`src/rtl/drive_pkg.sv`:
```
// Shared types and IR key codes for the drive arbiter and its command slice.
package drive_pkg;

  typedef enum logic [2:0] {
    DIR_STOP   = 3'd0,
    DIR_FWD    = 3'd1,
    DIR_BACK   = 3'd2,
    DIR_LEFT   = 3'd3,
    DIR_RIGHT  = 3'd4,
    DIR_SEARCH = 3'd5
  } dir_t;

  typedef enum logic [1:0] {
    S_STOP        = 2'd0,
    S_MANUAL      = 2'd1,
    S_AUTO_SEARCH = 2'd2,
    S_AUTO_TRACK  = 2'd3
  } mode_t;

  localparam logic [7:0] KEY_FWD   = 8'h02;
  localparam logic [7:0] KEY_LEFT  = 8'h04;
  localparam logic [7:0] KEY_STOP  = 8'h05;
  localparam logic [7:0] KEY_RIGHT = 8'h06;
  localparam logic [7:0] KEY_BACK  = 8'h08;
  localparam logic [7:0] KEY_AUTO  = 8'h0A;

  function automatic logic is_arrow(input logic [7:0] key);
    return (key == KEY_FWD) || (key == KEY_BACK) ||
           (key == KEY_LEFT) || (key == KEY_RIGHT);
  endfunction

  function automatic logic [2:0] key_to_dir(input logic [7:0] key);
    logic [2:0] d;
    case (key)
      KEY_FWD:   d = DIR_FWD;
      KEY_BACK:  d = DIR_BACK;
      KEY_LEFT:  d = DIR_LEFT;
      KEY_RIGHT: d = DIR_RIGHT;
      default:   d = DIR_STOP;
    endcase
    return d;
  endfunction

endpackage

```
`src/rtl/drive_cmd_slice.sv`:
```
// Valid/ready output register with change coalescing; DRIVE_HEARTBEAT_EN adds a
// periodic forced resend of the current command.
module drive_cmd_slice
  import drive_pkg::*;
`ifdef DRIVE_HEARTBEAT_EN
#(
  parameter int unsigned HEARTBEAT_CYCLES = 5_000_000
)
`endif
(
  input  logic       clk_50,
  input  logic       rst_n,
  input  logic [2:0] tgt_dir_i,
  input  logic [1:0] tgt_speed_i,
  input  logic       state_chg_i,
  input  logic       cmd_ready_i,
  output logic       cmd_valid_o,
  output logic [2:0] cmd_dir_o,
  output logic [1:0] cmd_speed_o
);

  logic       valid_q, valid_d;
  logic [2:0] dir_q, dir_d;
  logic [1:0] speed_q, speed_d;
  logic       dirty_q, dirty_d;
  logic       change;
  logic       accept;
  logic       hb_fire;

  assign accept = valid_q & cmd_ready_i;

`ifdef DRIVE_HEARTBEAT_EN
  localparam int HB_W = $clog2(HEARTBEAT_CYCLES + 1);
  localparam logic [HB_W-1:0] HB_WRAP = HB_W'(HEARTBEAT_CYCLES - 1);
  // Fire one cycle early so the resend is accepted exactly one period after the last one.
  localparam logic [HB_W-1:0] HB_FIRE = HB_W'(HEARTBEAT_CYCLES - 2);

  logic [HB_W-1:0] hb_q, hb_d;

  always_comb begin
    hb_d = hb_q + 1'b1;
    if (accept || (hb_q == HB_WRAP)) begin
      hb_d = '0;
    end
  end

  assign hb_fire = (hb_q == HB_FIRE);

  always_ff @(posedge clk_50 or negedge rst_n) begin
    if (!rst_n) begin
      hb_q <= '0;
    end else begin
      hb_q <= hb_d;
    end
  end
`else
  assign hb_fire = 1'b0;
`endif

  always_comb begin
    valid_d = valid_q;
    dir_d   = dir_q;
    speed_d = speed_q;
    dirty_d = dirty_q;
    change  = state_chg_i || hb_fire ||
              (tgt_dir_i != dir_q) || (tgt_speed_i != speed_q);
    if (valid_q && !cmd_ready_i) begin
      dirty_d = dirty_q | change;
    end else if (dirty_q || change) begin
      valid_d = 1'b1;
      dir_d   = tgt_dir_i;
      speed_d = tgt_speed_i;
      dirty_d = 1'b0;
    end else begin
      valid_d = 1'b0;
      dirty_d = 1'b0;
    end
  end

  always_ff @(posedge clk_50 or negedge rst_n) begin
    if (!rst_n) begin
      valid_q <= 1'b0;
      dir_q   <= DIR_STOP;
      speed_q <= 2'd0;
      dirty_q <= 1'b0;
    end else begin
      valid_q <= valid_d;
      dir_q   <= dir_d;
      speed_q <= speed_d;
      dirty_q <= dirty_d;
    end
  end

  assign cmd_valid_o = valid_q;
  assign cmd_dir_o   = dir_q;
  assign cmd_speed_o = speed_q;

endmodule

```
`src/rtl/drive_arbiter.sv`:
```
// Drive mode FSM arbitrating IR keys, camera tracking and mic speed into motor commands.
// DRIVE_HEARTBEAT_EN enables the periodic command resend (HEARTBEAT_CYCLES).
module drive_arbiter
  import drive_pkg::*;
#(
  parameter int unsigned MANUAL_TIMEOUT   = 100_000_000,
  parameter int unsigned LOCK_FRAMES      = 3,
  parameter int unsigned LOST_FRAMES      = 5,
`ifdef DRIVE_HEARTBEAT_EN
  parameter int unsigned HEARTBEAT_CYCLES = 5_000_000,
`endif
  parameter logic [1:0]  SEARCH_SPEED     = 2'd1
)(
  input  logic       clk_50,
  input  logic       rst_n,
  input  logic       ir_valid,
  input  logic [7:0] ir_button,
  input  logic       cam_valid,
  input  logic [2:0] cam_direction,
  input  logic       orange_detected,
  input  logic [1:0] speed,
  output logic       cmd_valid,
  input  logic       cmd_ready,
  output logic [2:0] cmd_dir,
  output logic [1:0] cmd_speed,
  output logic [1:0] mode
);

  localparam int TMO_W  = $clog2(MANUAL_TIMEOUT + 1);
  localparam int LOCK_W = $clog2(LOCK_FRAMES + 1);
  localparam int LOST_W = $clog2(LOST_FRAMES + 1);
  localparam logic [TMO_W-1:0]  TMO_MAX  = TMO_W'(MANUAL_TIMEOUT);
  localparam logic [LOCK_W-1:0] LOCK_MAX = LOCK_W'(LOCK_FRAMES);
  localparam logic [LOST_W-1:0] LOST_MAX = LOST_W'(LOST_FRAMES);

  mode_t             mode_q, mode_d;
  logic [2:0]        dir_q, dir_d;
  logic [TMO_W-1:0]  timeout_q, timeout_d, timeout_inc;
  logic [LOCK_W-1:0] lock_q, lock_d, lock_inc;
  logic [LOST_W-1:0] lost_q, lost_d, lost_inc;
  logic              ir_trans;
  logic              state_chg;
  logic [2:0]        tgt_dir;
  logic [1:0]        tgt_speed;

  assign timeout_inc = (timeout_q == TMO_MAX) ? timeout_q : timeout_q + 1'b1;
  assign lock_inc    = (lock_q == LOCK_MAX) ? lock_q : lock_q + 1'b1;
  assign lost_inc    = (lost_q == LOST_MAX) ? lost_q : lost_q + 1'b1;

  always_comb begin
    mode_d    = mode_q;
    dir_d     = dir_q;
    timeout_d = timeout_q;
    lock_d    = lock_q;
    lost_d    = lost_q;
    ir_trans  = 1'b0;

    if (ir_valid) begin
      timeout_d = '0;
      if (ir_button == KEY_STOP) begin
        mode_d   = S_STOP;
        ir_trans = 1'b1;
      end else if (is_arrow(ir_button)) begin
        mode_d   = S_MANUAL;
        dir_d    = key_to_dir(ir_button);
        ir_trans = 1'b1;
      end else if (ir_button == KEY_AUTO) begin
        mode_d   = S_AUTO_SEARCH;
        ir_trans = 1'b1;
      end
    end else if (mode_q == S_MANUAL) begin
      timeout_d = timeout_inc;
      if (timeout_inc == TMO_MAX) begin
        mode_d = S_STOP;
      end
    end

    // A recognised key wins over any camera-driven transition in the same cycle.
    if (cam_valid && !ir_trans) begin
      case (mode_q)
        S_AUTO_SEARCH: begin
          if (orange_detected) begin
            lock_d = lock_inc;
            if (lock_inc == LOCK_MAX) begin
              mode_d = S_AUTO_TRACK;
              dir_d  = cam_direction;
            end
          end else begin
            lock_d = '0;
          end
        end
        S_AUTO_TRACK: begin
          if (orange_detected) begin
            lost_d = '0;
            dir_d  = cam_direction;
          end else begin
            lost_d = lost_inc;
            if (lost_inc == LOST_MAX) begin
              mode_d = S_AUTO_SEARCH;
            end
          end
        end
        default: ;
      endcase
    end

    if (ir_trans || (mode_d != mode_q)) begin
      lock_d = '0;
      lost_d = '0;
    end
  end

  assign state_chg = (mode_d != mode_q);

  // Target is taken from next-state so the command leaves together with the new mode.
  always_comb begin
    tgt_dir   = DIR_STOP;
    tgt_speed = 2'd0;
    case (mode_d)
      S_MANUAL: begin
        tgt_dir   = dir_d;
        tgt_speed = speed;
      end
      S_AUTO_SEARCH: begin
        tgt_dir   = DIR_SEARCH;
        tgt_speed = SEARCH_SPEED;
      end
      S_AUTO_TRACK: begin
        tgt_dir   = dir_d;
        tgt_speed = speed;
      end
      default: ;
    endcase
  end

  always_ff @(posedge clk_50 or negedge rst_n) begin
    if (!rst_n) begin
      mode_q    <= S_STOP;
      dir_q     <= DIR_STOP;
      timeout_q <= '0;
      lock_q    <= '0;
      lost_q    <= '0;
    end else begin
      mode_q    <= mode_d;
      dir_q     <= dir_d;
      timeout_q <= timeout_d;
      lock_q    <= lock_d;
      lost_q    <= lost_d;
    end
  end

  assign mode = mode_q;

`ifdef DRIVE_HEARTBEAT_EN
  drive_cmd_slice #(.HEARTBEAT_CYCLES(HEARTBEAT_CYCLES)) u_cmd (
`else
  drive_cmd_slice u_cmd (
`endif
    .clk_50      (clk_50),
    .rst_n       (rst_n),
    .tgt_dir_i   (tgt_dir),
    .tgt_speed_i (tgt_speed),
    .state_chg_i (state_chg),
    .cmd_ready_i (cmd_ready),
    .cmd_valid_o (cmd_valid),
    .cmd_dir_o   (cmd_dir),
    .cmd_speed_o (cmd_speed)
  );

endmodule

```
`config.mk`:
```
export PLATFORM = sky130hd
export DESIGN_NAME = drive_arbiter
export DESIGN_NICKNAME = d
export VERILOG_FILES = /design/src/rtl/drive_pkg.sv /design/src/rtl/drive_cmd_slice.sv /design/src/rtl/drive_arbiter.sv
export SDC_FILE = /design/constraint.sdc
export NUM_CORES = 1
export LEC_CHECK = 0
export ABC_AREA = 1
export CAP_MARGIN = 20
export CORE_AREA = 2 2 79 81
export DETAILED_ROUTE_END_ITERATION = 10
export DIE_AREA = 0 0 81 83
export PLACE_DENSITY = 0.77
export SLEW_MARGIN = 5
export SYNTH_ARGS = -nofsm -noshare
export SYNTH_HDL_FRONTEND = slang
export SYNTH_SLANG_ARGS = --single-unit
```
`constraint.sdc`:
```
create_clock -name clk_50 -period 3.5 [get_ports clk_50]
set_input_delay 0.525 -clock clk_50 [delete_from_list [all_inputs] [get_ports clk_50]]
set_output_delay 0.525 -clock clk_50 [all_outputs]
set_load 0.02 [all_outputs]
```
After elaboration in Yosys (flattened, before gate mapping)
Cells that the tools add are included.

operators by class
  equality and inequality tests = 21
  mux-type cells = 42
  reductions and logical operators = 19
  add/sub/neg operators = 3
  bitwise logic cells = 2

operators by type and width
  cell                                                             count
  27-bit two-way mux                                               3
  27-bit == test, second input constant                            2
  3-bit two-way mux                                                12
  2-bit two-way mux                                                16
  27-bit by 1-bit adder with 27-bit output, second input constant  1
  8-bit by 3-bit == test with 1-bit output, second input constant  3
  8-bit by 4-bit == test with 1-bit output, second input constant  2
  2-bit == test, second input constant                             6
  3-bit case mux with 2 select lines                               2
  3-bit case mux with 4 select lines                               1
  8-bit by 2-bit == test with 1-bit output, second input constant  1
  2-bit case mux with 2 select lines                               2
  2-bit nonzero test                                               4
  1-bit logical OR                                                 7
  3-bit == test, second input constant                             2
  1-bit two-way mux                                                6
  2-bit AND reduction                                              3
  2-bit by 1-bit == test with 1-bit output, second input constant  2
  2-bit != test                                                    2
  3-bit by 1-bit adder with 3-bit output, second input constant    1
  3-bit != test                                                    1
  2-bit by 1-bit adder with 2-bit output, second input constant    1
  1-bit logical AND                                                2
  1-bit logical NOT                                                2
  3 further kinds                                                  3

word-level totals
  register bits = 44
  word-level logic and storage cells = 96

Depth between registers and ports, before layout
Gate-level depths: netlist of run 1.

  word-level depth = 19
  gate-level depth with buffers = 26

Hierarchy
Synthesis of run 1 repeated with hierarchy kept, for this count alone.

second synthesis, totals
  cells, all modules = 517
  area, all modules = 3,349.5 um2

modules (own cells, without submodules)
  module           sequential area each (um2)  cells an instance  times used  area an instance (um2)
  drive_arbiter    925.9                       462                1           2,946.6
  drive_cmd_slice  175.2                       55                 1           402.9

Worst setup path before layout of run 1
Ideal clock, no wire load.

  path kind = input-to-reg
  start = in ir_button[3]
  end = reg u_cmd.valid_q (netlist: u_cmd.cmd_valid_o)
  data arrival time = 2.446 ns
  data required time = 3.377 ns
  buffers on the path = 0
  setup slack = 0.931 ns
  setup time = 0.123 ns
  cell stages on the path = 17
  cell sequence = inv_1 -> nand2_1 -> inv_1 -> o21ai_1 -> nand2_1 -> o21ai_1 -> inv_1 -> nor3_2 -> nand4_1 -> nand2_4 -> nand2_1 -> nand2_1 -> nand3_1 -> nor2_1 -> nand3_4 -> nand2_2 -> nand2_1

on the way
  cells in the longest elaborated chain, start to end = 19
  elaborated cells between the ends (all ways) = 47
  those cells by class = eq/ne: 12; mux: 26; reduce/logical: 9

ends and longest elaborated chain
  what                                                                                                         RTL line                                  text
  start: declaration                                                                                           drive_arbiter.sv:17                       input logic [7:0] ir_button,
  8-bit by 2-bit == test with 1-bit output / 8-bit by 4-bit == test with 1-bit output (equally long branches)  drive_pkg.sv:28                           return (key == KEY_FWD) || (key == KEY_BACK) ||
  1-bit logical OR (2 in series)                                                                               drive_pkg.sv:28
  1-bit logical OR                                                                                             drive_pkg.sv:29                           (key == KEY_LEFT) || (key == KEY_RIGHT);
  2-bit two-way mux                                                                                            drive_arbiter.sv:63                       end else if (is_arrow(ir_button)) begin
  2-bit two-way mux                                                                                            drive_arbiter.sv:60                       if (ir_button == KEY_STOP) begin
  2-bit two-way mux                                                                                            drive_arbiter.sv:58                       if (ir_valid) begin
  2-bit two-way mux, on equally long branches                                                                  drive_arbiter.sv:98, drive_arbiter.sv:84
  2-bit two-way mux, on equally long branches                                                                  drive_arbiter.sv:93, drive_arbiter.sv:82
  [2 not listed]                                                                                               -
  via mode_d[0]                                                                                                drive_arbiter.sv:36                       mode_t mode_q, mode_d;
  2-bit == test / 2-bit by 1-bit == test with 1-bit output (equally long branches)                             drive_arbiter.sv:119                      case (mode_d)
  2-bit OR reduction (no source line)                                                                          -
  3-bit case mux with 2 select lines                                                                           drive_arbiter.sv:119
  3-bit != test                                                                                                drive_cmd_slice.sv:66                     (tgt_dir_i != dir_q) || (tgt_speed_i != speed_q);
  1-bit logical OR                                                                                             drive_cmd_slice.sv:65                     change = state_chg_i || hb_fire ||
  1-bit logical OR (*)                                                                                         drive_cmd_slice.sv:66
  1-bit logical OR (*)                                                                                         drive_cmd_slice.sv:69                     end else if (dirty_q || change) begin
  1-bit two-way mux (*)                                                                                        drive_cmd_slice.sv:69
  end signal: assignment                                                                                       drive_cmd_slice.sv:87                     valid_q <= valid_d;
  end: declaration                                                                                             drive_cmd_slice.sv:22                     logic valid_q, valid_d;

Mark *: on every way through the listed nets, which the timed path passes. The rest lies on a longest branch.
A chain may end at the register's enable or synchronous reset.

Worst setup path in the final report of run 1
  start = reg timeout_q[0]
  end = reg u_cmd.dir_q[1] (netlist: u_cmd.cmd_dir_o[1])

on the way
  cells in the longest elaborated chain, start to end = 18
  elaborated cells between the ends (all ways) = 26
  those cells by class = add/sub: 1; eq/ne: 8; mux: 12; reduce/logical: 5

ends and longest elaborated chain
  what                                                                               RTL line                                  text
  start: declaration                                                                 drive_arbiter.sv:38                       logic [TMO_W-1:0] timeout_q, timeout_d, timeout_inc;
  start signal: assignment                                                           drive_arbiter.sv:146                      timeout_q <= timeout_d;
  27-bit by 1-bit adder with 27-bit output / 27-bit == test (equally long branches)  drive_arbiter.sv:46                       assign timeout_inc = (timeout_q == TMO_MAX) ? timeout_q : timeout_q + 1'b1;
  27-bit two-way mux (*)                                                             drive_arbiter.sv:46
  27-bit == test (*)                                                                 drive_arbiter.sv:73                       if (timeout_inc == TMO_MAX) begin
  2-bit two-way mux (*)                                                              drive_arbiter.sv:73
  2-bit two-way mux (*)                                                              drive_arbiter.sv:71                       end else if (mode_q == S_MANUAL) begin
  2-bit two-way mux (*)                                                              drive_arbiter.sv:58
  2-bit two-way mux, on equally long branches                                        drive_arbiter.sv:98, drive_arbiter.sv:84
  2-bit two-way mux, on equally long branches                                        drive_arbiter.sv:93, drive_arbiter.sv:82
  [2 not listed]                                                                     -
  via mode_d[0]                                                                      drive_arbiter.sv:36
  2-bit == test / 2-bit by 1-bit == test with 1-bit output (equally long branches)   drive_arbiter.sv:119
  2-bit OR reduction (no source line)                                                -
  3-bit case mux with 2 select lines                                                 drive_arbiter.sv:119
  3-bit != test                                                                      drive_cmd_slice.sv:66
  1-bit logical OR                                                                   drive_cmd_slice.sv:65
  1-bit logical OR                                                                   drive_cmd_slice.sv:66
  1-bit logical OR                                                                   drive_cmd_slice.sv:69
  2-bit AND reduction (no source line)                                               -
  end signal: assignment                                                             drive_cmd_slice.sv:88                     dir_q <= dir_d;
  end: declaration                                                                   drive_cmd_slice.sv:23                     logic [2:0] dir_q, dir_d;

Marks and branches as above.

==> results of run 1 <==
[flip-flops by register name, indices dropped and copies added, names as in the netlist]
signal	flops
timeout_q	27
dir_q	3
lost_q	3
u_cmd.cmd_dir_o	3
lock_q	2
mode	2
u_cmd.cmd_speed_o	2
u_cmd.cmd_valid_o	1
u_cmd.dirty_q	1
[power by group]
group / switching, mW / internal, mW
clock: 0.197 / 0.212
sequential: 0.0547 / 0.565
combinational: 0.308 / 0.193
total: 0.559 / 0.970
[path summary, 6_finish.rpt]
path	startpoint	endpoint	slack [ns]	cells after the start
max in group asynchronous	rst_n	u_cmd.cmd_speed_o[1]	2.87	2
min reg2reg	u_cmd.cmd_speed_o[1]	u_cmd.cmd_speed_o[1]	0.51	2
min	rst_n	timeout_q[9]	0.14	1
min in group clk_50	u_cmd.cmd_speed_o[1]	u_cmd.cmd_speed_o[1]	0.51	2
max	timeout_q[0]	u_cmd.cmd_dir_o[1]	0.35	25
max reg2reg	timeout_q[0]	u_cmd.cmd_dir_o[1]	0.35	25
[routing by layer]
metal  part of all wire  GRT usage  routed length, um
met5                  0          0                  0
met4              0.030     0.0940                244
met3              0.038     0.0359                310
met2               0.50      0.467               4060
met1               0.44      0.314               3570
[final cells by class]
cell class,count,area [sq um],area share
multi-input cells,393,1860,0.502
flip-flops and latches,44,1100,0.296
repair buffers,28,283,0.0761
inverters,70,263,0.0707
well taps,75,93.8,0.0253
clock inverters,3,42.5,0.0114
clock buffers,5,68.8,0.0185
[cells in the final DEF, fill, tap and decap left out, drive strengths merged]
cell	n
a21oi	4
a221oi	1
a22oi	1
and2	1
buf	3
bufinv	1
clkbuf	5
clkdlybuf4s50	25
clkinv	2
clkinvlp	1
dfrtp	44
ha	4
inv	69
nand2	171
nand3	46
nand3b	1
nand4	8
nor2	86
nor3	8
nor3b	1
nor4	1
o21a	1
o21ai	23
o22ai	26
o32ai	1
xnor2	2
xor2	7
[through the flow]
stage                     cell area [sq um]   util
after CTS                              3690  0.635
final                                  3720  0.639
after global routing                   3720  0.639
after detailed placement               3580  0.616
after floorplan                        3250      -
after global placement                 3580  0.616
[kinds of logic after synthesis]
group                    share of synthesized area
adder cells (fa/ha/maj)                     0.0154
buffers and inverters                       0.0892
flip-flops                                   0.338
AO/OA/AOI/OAI                                0.102
AND/OR/NAND/NOR                              0.431
XOR/XNOR                                    0.0242
==> summary by stage, run 1 <==
Outcome
The run finished with clean final reports.

Critical path
In this design, the critical path's most frequently occurring cell is nand2_1. The worst path required time is 3.75 ns. The sort of element at the start of the critical path is a register. The number of buffers and inverters on the critical path is 1. STA puts the critical path data arrival time at 3.39 ns. The cell class contributing the biggest share of worst-path delay is simple AND/OR/NAND/NOR gates. The setup path with the least slack is of type register to register. Among all stages on the critical path, the largest delay is contributed by dfrtp_1. For this run, the slowest stage of the critical path takes 0.46 ns. The nature of the critical path endpoint is a register. The largest fanout on the critical path is 8.

Synth
The top-area cell type share of the netlist area is 0.338. Yosys attributes the largest share of cell area to dfrtp_1 34%, nand2_1 19%, nor2_1 8.7%. The biggest area consumer among synthesized cells is dfrtp_1.

Of all flip-flops after synthesis, the portion carrying an async set or reset was 1.00. The most used flip-flop cell after synthesis is dfrtp_1. The unique cell type count in the Yosys netlist is 33. By instance count, the leading cell after synthesis is nand2_1. The average size of a mapped cell is 6.33 sq um. The combined area of all synthesized cells is 3250 sq um. The total of flip-flops plus latches after synthesis is 44. The count of synthesis-stage warnings from yosys is 0. The post-synthesis instance total is 514. The sequential area share after synthesis is 0.338. The number of flops mapped to enable cells by yosys is 0. The synthesized net count is 537. By count the netlist is led by 163 x nand2_1, 75 x nor2_1, 65 x inv_1.

Floorplanning
The core footprint is 5820 sq um. The count of boundary I/O pins is 27. The floorplan die height is 83 um.

The initialized floorplan defines 28 standard-cell rows. The floorplan step set the die width to 81 um. For this configuration, the core starts out at a cell density of 0.559.

The die area is 6720 sq um.

Final layout
The area overhead of the layout relative to synthesis is 14.2%. The count of cells in the finished layout, fillers not included, comes to 618. Fill cells in the final layout number 563. In the final layout, the share of cells above drive strength 1 is 0.0718. The final-stage net count is 565. The number of antenna diodes in the final layout is 0.

Drt
The detailed-route wire length per cell is 13.2 um. Across all layers, the routed design uses 3347 vias. The number of search-and-repair iterations in the first detailed-routing pass is 5. The DRC violation total after the first TritonRoute iteration is 201.

In this run the remaining antenna-violating nets after routing total 0. The per-cell via count in the routed design is 5.42. The post-detailed-routing wire length is 8190 um. After detailed routing, the number of remaining DRC violations is 0.

STA
The fmax is 0.318 GHz. The number of setup violations in the final report is 0. The actual transition at the worst max-transition pin is 0.893 ns.

Between clock sinks in the finished design, the worst skew comes to 0.00793 ns. The number of slew-limit violations in the final report is 0. Setup slack on the critical path of the routed design comes to 0.355 ns. Of the available clock period, the critical path in the final layout requires 0.899. The worst pin sits at a relative slew slack of 0.403. The worst-case hold slack is 0.137 ns. The clock period could shrink to 3.15 ns. In the final timing run, aggregate negative setup slack is 0 ns.

The number of hold violations in the final report came to 0. Setup repair after global routing left no endpoint under its margin.

Clock tree
In this run the deepest clock path goes through 2 buffers. Clock-pin slew was measured on the worst setup and hold paths at 0.10 ns. The H-tree level count is 2. Counting every sink on the clock net gives 44. Clock tree synthesis inserted a total of 5 buffers. Gates resized during post-CTS repair numbered 0. Hold repair after CTS inserted 0 buffers. The number of setup buffers added after CTS is 0. The clock reaches the later pin of the worst-skew pair after 0.31 ns. TritonCTS built the clock tree.

The tree is rooted in a clkbuf_8.

Global routing
For this run, the total global-route usage over all layers was measured as 0.262. The initial antenna violation count is 0. The via count of the first global-routing pass was 3288.

The total overflow left after global routing is 0. Entering global routing, the biggest net connects 45 pins. The wire length of the first global-routing pass is 14100 um.

Placed design
At the end of routability-driven placement, the weighted congestion stood at 0.927. The worst slack at placement is 0.167 ns. After detailed placement, the design holds a cell count of 609. The number of port buffers is 26. The detailed placement HPWL is 6160 um.

Min path
In this run the worst hold path is classified as primary input to async pin.

Power
The leakage component of the power is 1.64 nW. After layout, the design draws a total of 1.53 mW. Across the VDD grid, the largest voltage drop is 299 uV. Dividing total power by cell area gives a power density of 411 nW/um^2.

Run
Max-cap violations in this run came to 0.
Power figures use the tool's default switching activity.
==> run 2: changes to the inputs <==
SETUP_SLACK_MARGIN = 0.1   (was not set)
==> summary by stage, run 2 (synthesis results as in run 1) <==
Outcome
The flow ran to the end, and the final reports show no timing, DRC or antenna violations.

Drt
The number of search-and-repair iterations in the first detailed-routing pass is 5 (unchanged). The per-cell via count in the routed design is 5.42 (about the same). The DRC violation total after the first TritonRoute iteration was 168 (-16%). The number of vias in the routed layout is 3354 (+0.21%). The detailed-route wire length per cell is 13.3 um (+0.30%). The remaining design rule violation count is 0 (unchanged). The post-detailed-routing wire length is 8230 um (+0.46%). The remaining antenna violation count after routing is 0 (unchanged).

Min path
The class of the tightest hold or removal check is primary input to async pin.

Critical path
The data arrival time of the worst path is 3.28 ns (-0.11 ns). The worst path required time came to 3.75 ns (about the same). The largest fanout on the critical path is 7 (-1). The classification of the worst setup path is register to register. STA classifies the critical path startpoint as a register. The nature of the critical path endpoint is a register.

Global routing
The wire length of the first global-routing pass is 14100 um (unchanged). The initial antenna violation count is 0 (unchanged). The via count of the first global-routing pass is 3288 (unchanged). The overflow left after global routing is 0 (unchanged). The pin count of the biggest net entering global routing came to 45 (unchanged). The global routing usage summed across all routing layers was 0.262 (unchanged).

Placed design
The detailed placement HPWL came to 6160 um (unchanged). The total placed cells including tap cells is 609 (unchanged). The final weighted congestion in routability-driven placement was 0.927 (unchanged).

The number of port buffers came to 26 (unchanged).

STA
The number of hold violations in the final report is 0 (unchanged). The post-route setup TNS was 0 ns (unchanged). The worst-case hold slack is 0.135 ns (-0.00140 ns). The post-route minimum period is 3.04 ns (-0.108 ns). The number of setup violations in the final report is 0 (unchanged). The final worst clock skew came to 0.00425 ns (-0.00368 ns). The relative max-transition margin was 0.417 (+0.0139).

The fmax is 0.329 GHz (+3.5%). The final cycle utilization of the critical path is 0.868 (-0.0308). The number of slew-limit violations in the final report was 0 (unchanged). Setup repair after global routing left no endpoint under its margin. The actual transition at the worst max-transition pin is 0.872 ns (-0.0207 ns).

Clock tree
The clock tree from TritonCTS is yes. The number of CTS-inserted buffers came to 5 (unchanged). The cts-stage hold buffer count was 0 (unchanged).

The sink count of the clock tree is 44 (unchanged). Clock tree synthesis selected as its root buffer the cell clkbuf_8. The insertion delay of the later-clocked pin in the worst-skew pair is 0.30 ns (about the same). The H-tree level count is 2 (unchanged).

The worst-case clock buffer depth is 2 (unchanged). The clock edge transition at the registers on the reported setup and hold paths is 0.09 ns (about the same).

Final layout
Counting flops per register, the top entry is timeout_q. The share of final-layout standard cells stronger than drive strength 1 is 0.0772 (+0.00538). The final cell count without fillers came to 619 (+0.16%). The library cell used most frequently in the layout, excluding fill and tap cells, is nand2_1. The area overhead of the layout relative to synthesis is 14.9%. The final-stage net count was 566 (+0.18%).

The final cell utilization of the core came to 0.643 (+0.00366). The flip-flop count of the largest register after layout came to 27 (unchanged). The number of diodes added for antenna fixing is 0 (unchanged).

The number of filler instances in the final layout came to 566 (+0.53%). In the layout the commonest cells are 163 x nand2_1, 74 x nor2_1, 65 x inv_1, 43 x nand3_1, 43 x dfrtp_1.

Floorplanning
The count of boundary I/O pins came to 27 (unchanged). The number of core rows is 28 (unchanged). The effective utilization at floorplan is 0.559 (unchanged). The die area is 6720 sq um (unchanged).

The core footprint is 5820 sq um (unchanged). The floorplan die height is 83 um (unchanged). The die outline width is 81 um (unchanged).

Run
The count of max-cap constraint violations is 0 (unchanged).

Power
The leakage component of the power is 1.65 nW (+0.23%). The power per unit of standard cell area came to 410 nW/um^2 (-0.38%). The highest ir drop seen on vdd is 299 uV (about the same).
[run 2: cell type report]
class	instances	area (sq um)	area share
Sequential cell	44	1100	0.295
Clock inverter	3	42.5	0.0114
Timing Repair Buffer	29	290	0.0777
Clock buffer	5	68.8	0.0184
Inverter	70	263	0.0703
Multi-Input combinational cell	393	1880	0.502
Tap cell	75	93.8	0.0251
[run 2: worst max-delay path, stage by stage (launching register included)]
cell and delay, ns:
dfrtp_1 0.47, ha_4 0.21, inv_1 0.05, nor2_1 0.12, nand2_2 0.15, nor2_2 0.17
nand2_1 0.08, nand2_1 0.09, nand3_1 0.07, nor2_1 0.21, nand3_1 0.11, nor2_1 0.11
nand2_1 0.06, nand2_1 0.07, nand2_2 0.07, nand2_4 0.09, a21oi_1 0.07, nor2_1 0.20
nand2_1 0.09, nor2_2 0.13, nand3_4 0.12, nand2_2 0.13, nand2_1 0.07, nand2_1 0.06
[run 2: worst paths after layout]
kind | start | slack (ns) | endpoint | depth (start not counted)
min | rst_n | 0.14 | timeout_q[7] | 1
max | timeout_q[1] | 0.46 | u_cmd.cmd_dir_o[1] | 23
max reg2reg | timeout_q[1] | 0.46 | u_cmd.cmd_dir_o[1] | 23
max in group asynchronous | rst_n | 2.87 | timeout_q[0] | 2
min in group clk_50 | u_cmd.cmd_speed_o[1] | 0.51 | u_cmd.cmd_speed_o[1] | 2
min reg2reg | u_cmd.cmd_speed_o[1] | 0.51 | u_cmd.cmd_speed_o[1] | 2
[run 2: per-layer routing]
metal | vias up | part of all wire | track usage
met5 | - | 0 | 0
met4 | 0 | 0.030 | 0.0940
met3 | 24 | 0.041 | 0.0359
met2 | 92 | 0.50 | 0.467
met1 | 1533 | 0.43 | 0.314
li1 | 1705 | - | -
[run 2: timing repair]
| action | in CTS | in global routing |
|---|---|---|
| setup endpoints to repair | 0 | 7 |
| setup buffers | 0 | 1 |
| resized for setup | 0 | 4 |
[run 2: per-stage QoR]
stage	area [sq um]	setup slack, ns	power [mW]
after floorplan	3250	0.931	0.956
after global placement	3580	0.297	1.12
after detailed placement	3580	0.167	1.13
after CTS	3690	0.318	1.53
after global routing	3740	0.170	1.63
final	3740	0.462	1.53
[run 2: power by group]
group | switching [mW] | internal [mW]
clock | 0.195 | 0.212
sequential | 0.0572 | 0.565
combinational | 0.307 | 0.194
